[config.mk]
export PLATFORM = sky130hd
export DESIGN_NAME = counter_bank
export DESIGN_NICKNAME = d
export VERILOG_FILES = /design/src/rtl/counter_pkg.sv /design/src/rtl/counter_channel.sv /design/src/rtl/counter_bank.sv
export SDC_FILE = /design/constraint.sdc
export NUM_CORES = 1
export LEC_CHECK = 0
export ABC_AREA = 1
export CAP_MARGIN = 20
export CORE_MARGIN = 3
export CORE_UTILIZATION = 30
export CTS_CLUSTER_SIZE = 25
export DETAILED_ROUTE_END_ITERATION = 7
export HOLD_SLACK_MARGIN = 0.1
export PLACE_DENSITY = 0.56
export SYNTH_ARGS = -nofsm -noshare
export SYNTH_HDL_FRONTEND = slang
export SYNTH_HIERARCHICAL = 1
export SYNTH_SLANG_ARGS = --single-unit
[constraint.sdc]
create_clock -name clk -period 3.9 [get_ports clk]
set_input_delay 0.78 -clock clk [delete_from_list [all_inputs] [get_ports clk]]
set_output_delay 0.78 -clock clk [all_outputs]
set_load 0.005 [all_outputs]
[src/rtl/counter_pkg.sv]
`default_nettype none
// ============================================================================
// Module      : counter_pkg
// Description : Shared types and helpers for the counter bank. Defines the
//               per-channel counting mode encoding and the terminal-value
//               helper used by every channel.
// Ports       : none (package)
// Revision    : 1.0 - initial release
// ============================================================================
package counter_pkg;

  // Per-channel counting mode. Encoding 2'b11 is not named and is treated
  // exactly like WRAP by the channels.
  typedef enum logic [1:0] {
    WRAP    = 2'b00,
    SAT     = 2'b01,
    ONESHOT = 2'b10
  } cnt_mode_e;

  localparam logic c_dir_up   = 1'b0;
  localparam logic c_dir_down = 1'b1;

  // Terminal value for a direction: the top count when counting up, zero
  // when counting down. The top count is passed in because it is a
  // per-instance parameter.
  function automatic logic [31:0] terminal(input logic dir, input logic [31:0] maxcount);
    return (dir == c_dir_down) ? 32'd0 : maxcount;
  endfunction

endpackage
`default_nettype wire

[src/rtl/counter_channel.sv]
`default_nettype none
// ============================================================================
// Module      : counter_channel
// Description : One up/down counter with load, wrap/saturate/one-shot modes,
//               a one-cycle terminal-count pulse and a sticky done flag.
// Ports       : clk          - clock, rising edge
//               rst_n        - asynchronous active-low reset
//               step_i       - advance by one this edge (enable && tick)
//               load_i       - synchronous load, wins over step_i
//               countdown_i  - 1 = count down, 0 = count up
//               mode_i       - cnt_mode_e encoding
//               load_value_i - value to load (clamped to MAXCOUNT)
//               count_o      - registered count
//               tc_o         - terminal-count pulse
//               done_o       - sticky one-shot completion flag
// Revision    : 1.0 - initial release
// ============================================================================
module counter_channel
  import counter_pkg::*;
#(
  parameter int WIDTH    = 8,
  parameter int MAXCOUNT = 255
) (
  input  logic             clk,
  input  logic             rst_n,
  input  logic             step_i,
  input  logic             load_i,
  input  logic             countdown_i,
  input  logic [1:0]       mode_i,
  input  logic [WIDTH-1:0] load_value_i,
  output logic [WIDTH-1:0] count_o,
  output logic             tc_o,
  output logic             done_o
);

  localparam logic [WIDTH-1:0] c_max = WIDTH'(MAXCOUNT);

  logic [WIDTH-1:0] count_q, count_d;
  logic             tc_q, tc_d;
  logic             done_q, done_d;

  logic [WIDTH-1:0] w_term;
  logic             w_sat;
  logic             w_oneshot;

  assign w_term    = WIDTH'(terminal(countdown_i, 32'(MAXCOUNT)));
  assign w_sat     = (cnt_mode_e'(mode_i) == SAT);
  assign w_oneshot = (cnt_mode_e'(mode_i) == ONESHOT);

  always_comb begin
    count_d = count_q;
    tc_d    = 1'b0;     // tc is a single-cycle pulse, never held
    done_d  = done_q;
    if (load_i) begin
      count_d = (load_value_i > c_max) ? c_max : load_value_i;
      done_d  = 1'b0;
    end else if (step_i && !(w_oneshot && done_q)) begin
      // A finished one-shot ignores steps regardless of direction.
      if (count_q != w_term) begin
        count_d = countdown_i ? (count_q - 1'b1) : (count_q + 1'b1);
        if (count_d == w_term) begin
          tc_d = 1'b1;
          if (w_oneshot) begin
            done_d = 1'b1;
          end
        end
      end else if (!w_sat && !w_oneshot) begin
        // Wrap (and the unnamed encoding) roll over silently.
        count_d = countdown_i ? c_max : '0;
      end
    end
  end

  always_ff @(posedge clk or negedge rst_n) begin
    if (!rst_n) begin
      count_q <= '0;
      tc_q    <= 1'b0;
      done_q  <= 1'b0;
    end else begin
      count_q <= count_d;
      tc_q    <= tc_d;
      done_q  <= done_d;
    end
  end

  assign count_o = count_q;
  assign tc_o    = tc_q;
  assign done_o  = done_q;

endmodule
`default_nettype wire

[src/rtl/counter_bank.sv]
`default_nettype none
// ============================================================================
// Module      : counter_bank
// Description : Bank of CHANNELS independent up/down counters stepping on a
//               shared prescaled tick.
// Ports       : clk        - clock, rising edge
//               rst_n      - asynchronous active-low reset
//               enable     - per-channel count enable
//               load       - per-channel synchronous load strobe
//               countdown  - per-channel direction (1 = down)
//               mode       - per-channel cnt_mode_e
//               load_value - per-channel load value
//               count_out  - per-channel registered count
//               tc         - per-channel terminal-count pulse
//               done       - per-channel sticky one-shot done flag
//               tick       - registered prescaler tick
// Revision    : 1.0 - initial release
// ============================================================================
module counter_bank
  import counter_pkg::*;
#(
  parameter int CHANNELS = 4,
  parameter int WIDTH    = 8,
  parameter int MAXCOUNT = 255,
  parameter int PRESCALE = 1
) (
  input  logic                            clk,
  input  logic                            rst_n,
  input  logic [CHANNELS-1:0]             enable,
  input  logic [CHANNELS-1:0]             load,
  input  logic [CHANNELS-1:0]             countdown,
  input  logic [CHANNELS-1:0][1:0]        mode,
  input  logic [CHANNELS-1:0][WIDTH-1:0]  load_value,
  output logic [CHANNELS-1:0][WIDTH-1:0]  count_out,
  output logic [CHANNELS-1:0]             tc,
  output logic [CHANNELS-1:0]             done,
  output logic                            tick
);

  localparam int                 c_pre_w    = (PRESCALE > 1) ? $clog2(PRESCALE) : 1;
  localparam logic [c_pre_w-1:0] c_pre_last = c_pre_w'(PRESCALE - 1);

  logic [c_pre_w-1:0] pre_q, pre_d;
  logic               tick_q, tick_d;

  // The tick register is loaded with the compare against the next prescaler
  // value, so tick is high exactly in the cycle where pre == PRESCALE-1.
  // With PRESCALE=1 the prescaler sits at 0 and tick is high from the first
  // edge after reset.
  always_comb begin
    pre_d  = (pre_q == c_pre_last) ? '0 : (pre_q + 1'b1);
    tick_d = (pre_d == c_pre_last);
  end

  always_ff @(posedge clk or negedge rst_n) begin
    if (!rst_n) begin
      pre_q  <= '0;
      tick_q <= 1'b0;
    end else begin
      pre_q  <= pre_d;
      tick_q <= tick_d;
    end
  end

  assign tick = tick_q;

  generate
    for (genvar g = 0; g < CHANNELS; g++) begin : g_channel
      counter_channel #(
        .WIDTH    (WIDTH),
        .MAXCOUNT (MAXCOUNT)
      ) u_channel (
        .clk          (clk),
        .rst_n        (rst_n),
        .step_i       (enable[g] & tick_q),
        .load_i       (load[g]),
        .countdown_i  (countdown[g]),
        .mode_i       (mode[g]),
        .load_value_i (load_value[g]),
        .count_o      (count_out[g]),
        .tc_o         (tc[g]),
        .done_o       (done[g])
      );
    end
  endgenerate

endmodule
`default_nettype wire

==> impl_metrics.xml <==
<?xml version="1.0" encoding="UTF-8"?>
<metrics>
  <group name="outcome">
    <metric name="outcome" unit="">complete, no violations</metric>
  </group>
  <group name="yosys">
    <metric name="ys_seq_area_share" unit="%">25.2</metric>
    <metric name="syn_nets" unit="">760</metric>
    <metric name="synthTopCellsByArea" unit="">dfrtp_1 25%, nand2_1 21%, nand3_1 11%</metric>
    <metric name="proportion_of_synthesized_area_in_mux_cells" unit="%">0</metric>
    <metric name="synth_top_family_by_area" unit="">simple AND/OR/NAND/NOR gates</metric>
    <metric name="post_synth_and_or_nand_nor_area_fraction" unit="%">43.3</metric>
    <metric name="synthesis.yosys.warnings" unit="">6</metric>
    <metric name="yosys.area_share.adder" unit="%">10.6</metric>
    <metric name="postSynthRegisterBits" unit="">41</metric>
    <metric name="xor_xnor_share_of_the_synthesized_area" unit="%">0.859</metric>
    <metric name="syn_area" unit="mm²">0.00408</metric>
    <metric name="synth_top_area_share" unit="%">25.2</metric>
    <metric name="netlist-cell-type-count" unit="">23</metric>
    <metric name="yosysTopAreaCell" unit="">dfrtp_1</metric>
    <metric name="mean_instance_size_in_the_synthesized_netlist" unit="µm²">6.05</metric>
    <metric name="syn-instance-count" unit="">674</metric>
    <metric name="synth_compound_gate_area_share" unit="%">8.96</metric>
  </group>
  <group name="cts">
    <metric name="clock_insertion_delay_worst_skew" unit="ns">0.28</metric>
    <metric name="post-cts-setup-buffer-count" unit="">0</metric>
    <metric name="cts_tree" unit="">done</metric>
    <metric name="number_of_cts_inserted_buffers" unit="">5</metric>
    <metric name="cts_max_path_buffers" unit="">2</metric>
    <metric name="path_clk_slew" unit="ns">0.06</metric>
    <metric name="cts.hold.buffers_added" unit="">0</metric>
    <metric name="htreeDepth" unit="">2</metric>
    <metric name="clockRootBuffer" unit="">clkbuf_16</metric>
    <metric name="cts.repair.resized" unit="">0</metric>
    <metric name="tritoncts_num_sinks" unit="">41</metric>
  </group>
  <group name="sta">
    <metric name="fmax" unit="GHz">0.336</metric>
    <metric name="timing_worst_slew_pin_value" unit="ns">0.604</metric>
    <metric name="maxSlewHeadroom" unit="%">59.6</metric>
    <metric name="post-route-period-util" unit="%">76.3</metric>
    <metric name="final-setup-viol-count" unit="">0</metric>
    <metric name="totalNegativeSetupSlack" unit="ns">0</metric>
    <metric name="grt_setup_unrepaired" unit="">no</metric>
    <metric name="finalHoldWorstSlack" unit="ns">0.502</metric>
    <metric name="clock_skew" unit="ns">0.00664</metric>
    <metric name="period_minus_slack" unit="ns">2.97</metric>
    <metric name="maxSlewViolCount" unit="">0</metric>
    <metric name="final_hold_vios" unit="">0</metric>
    <metric name="final_critical_path_setup_slack" unit="ns">0.926</metric>
  </group>
  <group name="min_path">
    <metric name="min-delay-path-class" unit="">in -&gt; async</metric>
  </group>
  <group name="floorplanning">
    <metric name="fp.dieH" unit="µm">123</metric>
    <metric name="fp.dieArea" unit="mm²">0.0150</metric>
    <metric name="start_util" unit="%">31.5</metric>
    <metric name="placement_rows" unit="">41</metric>
    <metric name="die_w" unit="µm">123</metric>
    <metric name="placeableCoreArea" unit="mm²">0.0129</metric>
    <metric name="ioPinCount" unit="">95</metric>
  </group>
  <group name="routing">
    <metric name="initialDrtViolationCount" unit="">332</metric>
    <metric name="final_antenna_net_count" unit="">0</metric>
    <metric name="total_vias_in_the_final_route" unit="">4517</metric>
    <metric name="routedWlPerCell" unit="µm">12.5</metric>
    <metric name="drt_wl_total" unit="µm">11800</metric>
    <metric name="drc_errors" unit="">0</metric>
    <metric name="vias_cell" unit="">4.79</metric>
    <metric name="drt_pass1_iterations" unit="">4</metric>
  </group>
  <group name="grt">
    <metric name="antenna_found_initial" unit="">0</metric>
    <metric name="globalRouteOverflowTotal" unit="">0</metric>
    <metric name="tot_gr_track_use" unit="%">16.1</metric>
    <metric name="grt_pass1_vias" unit="">4415</metric>
    <metric name="grt_max_degree" unit="">42</metric>
    <metric name="grt_pass1_wl" unit="µm">20000</metric>
  </group>
  <group name="worst_setup_path">
    <metric name="timing.critical_path.slowest_cell_delay" unit="ns">0.85</metric>
    <metric name="timing.critical_path.buf_inv" unit="">2</metric>
    <metric name="critical_path.endpoint_type" unit="">register</metric>
    <metric name="worstPathRequired" unit="ns">4.12</metric>
    <metric name="cp_data_arrival_time" unit="ns">3.20</metric>
    <metric name="setup.worst_path.start_class" unit="">input pin</metric>
    <metric name="cp_cell_sequence" unit="">clkdlybuf4s50_1, ha_1, nand2_1, nor2_1, nand2_1, nor2_2, nor2_1, nand3_1, nand3_1, o21ai_1, inv_1</metric>
    <metric name="crit_path_top_delay_cell" unit="">clkdlybuf4s50_1</metric>
    <metric name="criticalPathCategory" unit="">in -&gt; reg</metric>
    <metric name="worst-path-max-fanout" unit="">13</metric>
    <metric name="timing.critical_path.max_delay_family" unit="">simple AND/OR/NAND/NOR gates</metric>
  </group>
  <group name="placement">
    <metric name="dp_worst_setup_slack" unit="ns">0.640</metric>
    <metric name="post-place-cells" unit="">936</metric>
    <metric name="finalWeightedCongestion" unit="">0.917</metric>
    <metric name="placement.io_buffers" unit="">94</metric>
    <metric name="place_hpwl" unit="µm">9420</metric>
  </group>
  <group name="cells_and_area">
    <metric name="n_antenna_cell" unit="">0</metric>
    <metric name="final-instance-count-excl-fill" unit="">943</metric>
    <metric name="area.growth.synth_to_final" unit="%">31.7</metric>
    <metric name="fin_nets" unit="">858</metric>
    <metric name="drive_gt1_share" unit="%">3.89</metric>
  </group>
  <group name="power_and_ir_drop">
    <metric name="peakVddDrop" unit="V">0.000188</metric>
    <metric name="static_leakage_power" unit="nW">2.82</metric>
    <metric name="cellInternalPower" unit="mW">1.25</metric>
    <metric name="power-per-cell-area" unit="mW/mm²">404</metric>
    <metric name="power.net_switching" unit="µW">926</metric>
    <metric name="power.combinational.fraction" unit="%">55.1</metric>
    <metric name="share_clk_of_total_power" unit="%">17.8</metric>
    <metric name="switching_share" unit="%">42.7</metric>
    <metric name="sequential_power_share" unit="%">27.1</metric>
  </group>
  <group name="run">
    <metric name="drv_cap" unit="">0</metric>
  </group>
</metrics>
-- metrics by stage --
step	util, %	area, µm²	power [mW]
3_5_place_dp	40.3	5210	1.79
6_report	41.6	5370	2.17
5_1_grt	41.6	5370	2.41
3_3_place_gp	40.3	5210	1.77
2_1_floorplan	-	4080	1.37
4_1_cts	41.3	5340	2.19
-- cell type report --
type	count	area, µm²
clock inverter	1	5.00
multi-input combinational	513	2600
fill	1394	7560
sequential	41	1030
inverter	116	435
clock buffer	5	125
timing repair buffer	95	963
tap	172	215
-- logic make-up (layout without fill, tap and decap cells) --
family                     count (synthesis)  in the layout
buffers and inverters                    120            217
DFF                                       41             41
and+or+nand+nor                          416            416
other                                      1              1
xor gates and xnor gates                   4              4
AOI/OAI and AO/OA                         60             60
adders and majority gates                 32             32
-- worst reg2reg max path: stages, from the launching register on --
cell      delay (ns)
dfrtp_1         0.49
fa_1            0.48
nand2_1         0.12
inv_1           0.06
nor2_1          0.15
nand2_1         0.08
nand3_1         0.08
nand2_1         0.06
nor2_1          0.09
nand2_1         0.06
clkinv_1        0.05
nand3_1         0.07
a21oi_1         0.13
-- final timing paths --
kind	startpoint	end	slack, ns	cells past startpoint
max in group asynchronous	rst_n	g_channel[2].u_channel/count_o[5]	2.89	2
worst max register to register	g_channel[1].u_channel/count_o[0]	g_channel[1].u_channel/done_o	1.89	12
worst min-delay path	rst_n	g_channel[1].u_channel/count_o[2]	0.50	1
worst max-delay path	countdown[3]	g_channel[3].u_channel/count_o[5]	0.93	11
worst min register to register	g_channel[0].u_channel/count_o[6]	g_channel[0].u_channel/count_o[6]	0.54	2
min in group clk	g_channel[0].u_channel/count_o[6]	g_channel[0].u_channel/count_o[6]	0.54	2
-- Yosys cell counts --
library cell  number
nand4_1           12
nand3_1           92
clkbuf_1           4
and3_1             4
inv_2              4
nor3_1             2
nand2_1          232
nor2_1            60
nand2_2            4
a21oi_1           16
xnor2_1            4
nor2_2             8
inv_1            110
conb_1             1
dfrtp_1           41
o21ai_4            4
clkinv_1           2
nor3b_2            2
ha_1              28
fa_1               4
a31oi_1           16
o21ai_0           12
o21ai_1           12
-- sequential cells by signal (all words and copies together), names as in the netlist --
signal,flops
g_channel.u_channel/done_o,4
tick,1
g_channel.u_channel/count_o,32
g_channel.u_channel/tc_o,4
-- placed cells by master, fill, tap and decap left out, types with 5 or more instances in the layout --
cell,n
ha_1,28
o21ai_1,12
nand2_1,232
clkbuf_16,5
clkdlybuf4s50_1,93
inv_1,110
nand3_1,92
dfrtp_1,41
a31oi_1,16
nor2_2,8
a21oi_1,16
nor2_1,60
o21ai_0,12
nand4_1,12
-- routing by layer --
metal  up-vias  track usage, %  part of all wire [%]  routed length (µm)
met5         -               0                     0                   0
met4         0            4.55                   1.9                 225
met3        18            2.72                   4.6                 545
met2       126            27.1                    46                5470
met1      2024            21.3                    47                5530
li1       2349               -                     -                   -
-- power groups by stage --
stage / Combinational, mW / Clock (mW) / Sequential (mW)
4_1_cts: 1.20 / 0.409 / 0.589
6_report: 1.20 / 0.387 / 0.588
2_1_floorplan: 0.797 / 0 / 0.572
5_1_grt: 1.38 / 0.427 / 0.599
3_3_place_gp: 1.18 / 0 / 0.595
3_5_place_dp: 1.19 / 0 / 0.595
Note: power is estimated with default switching activity, not from simulation.
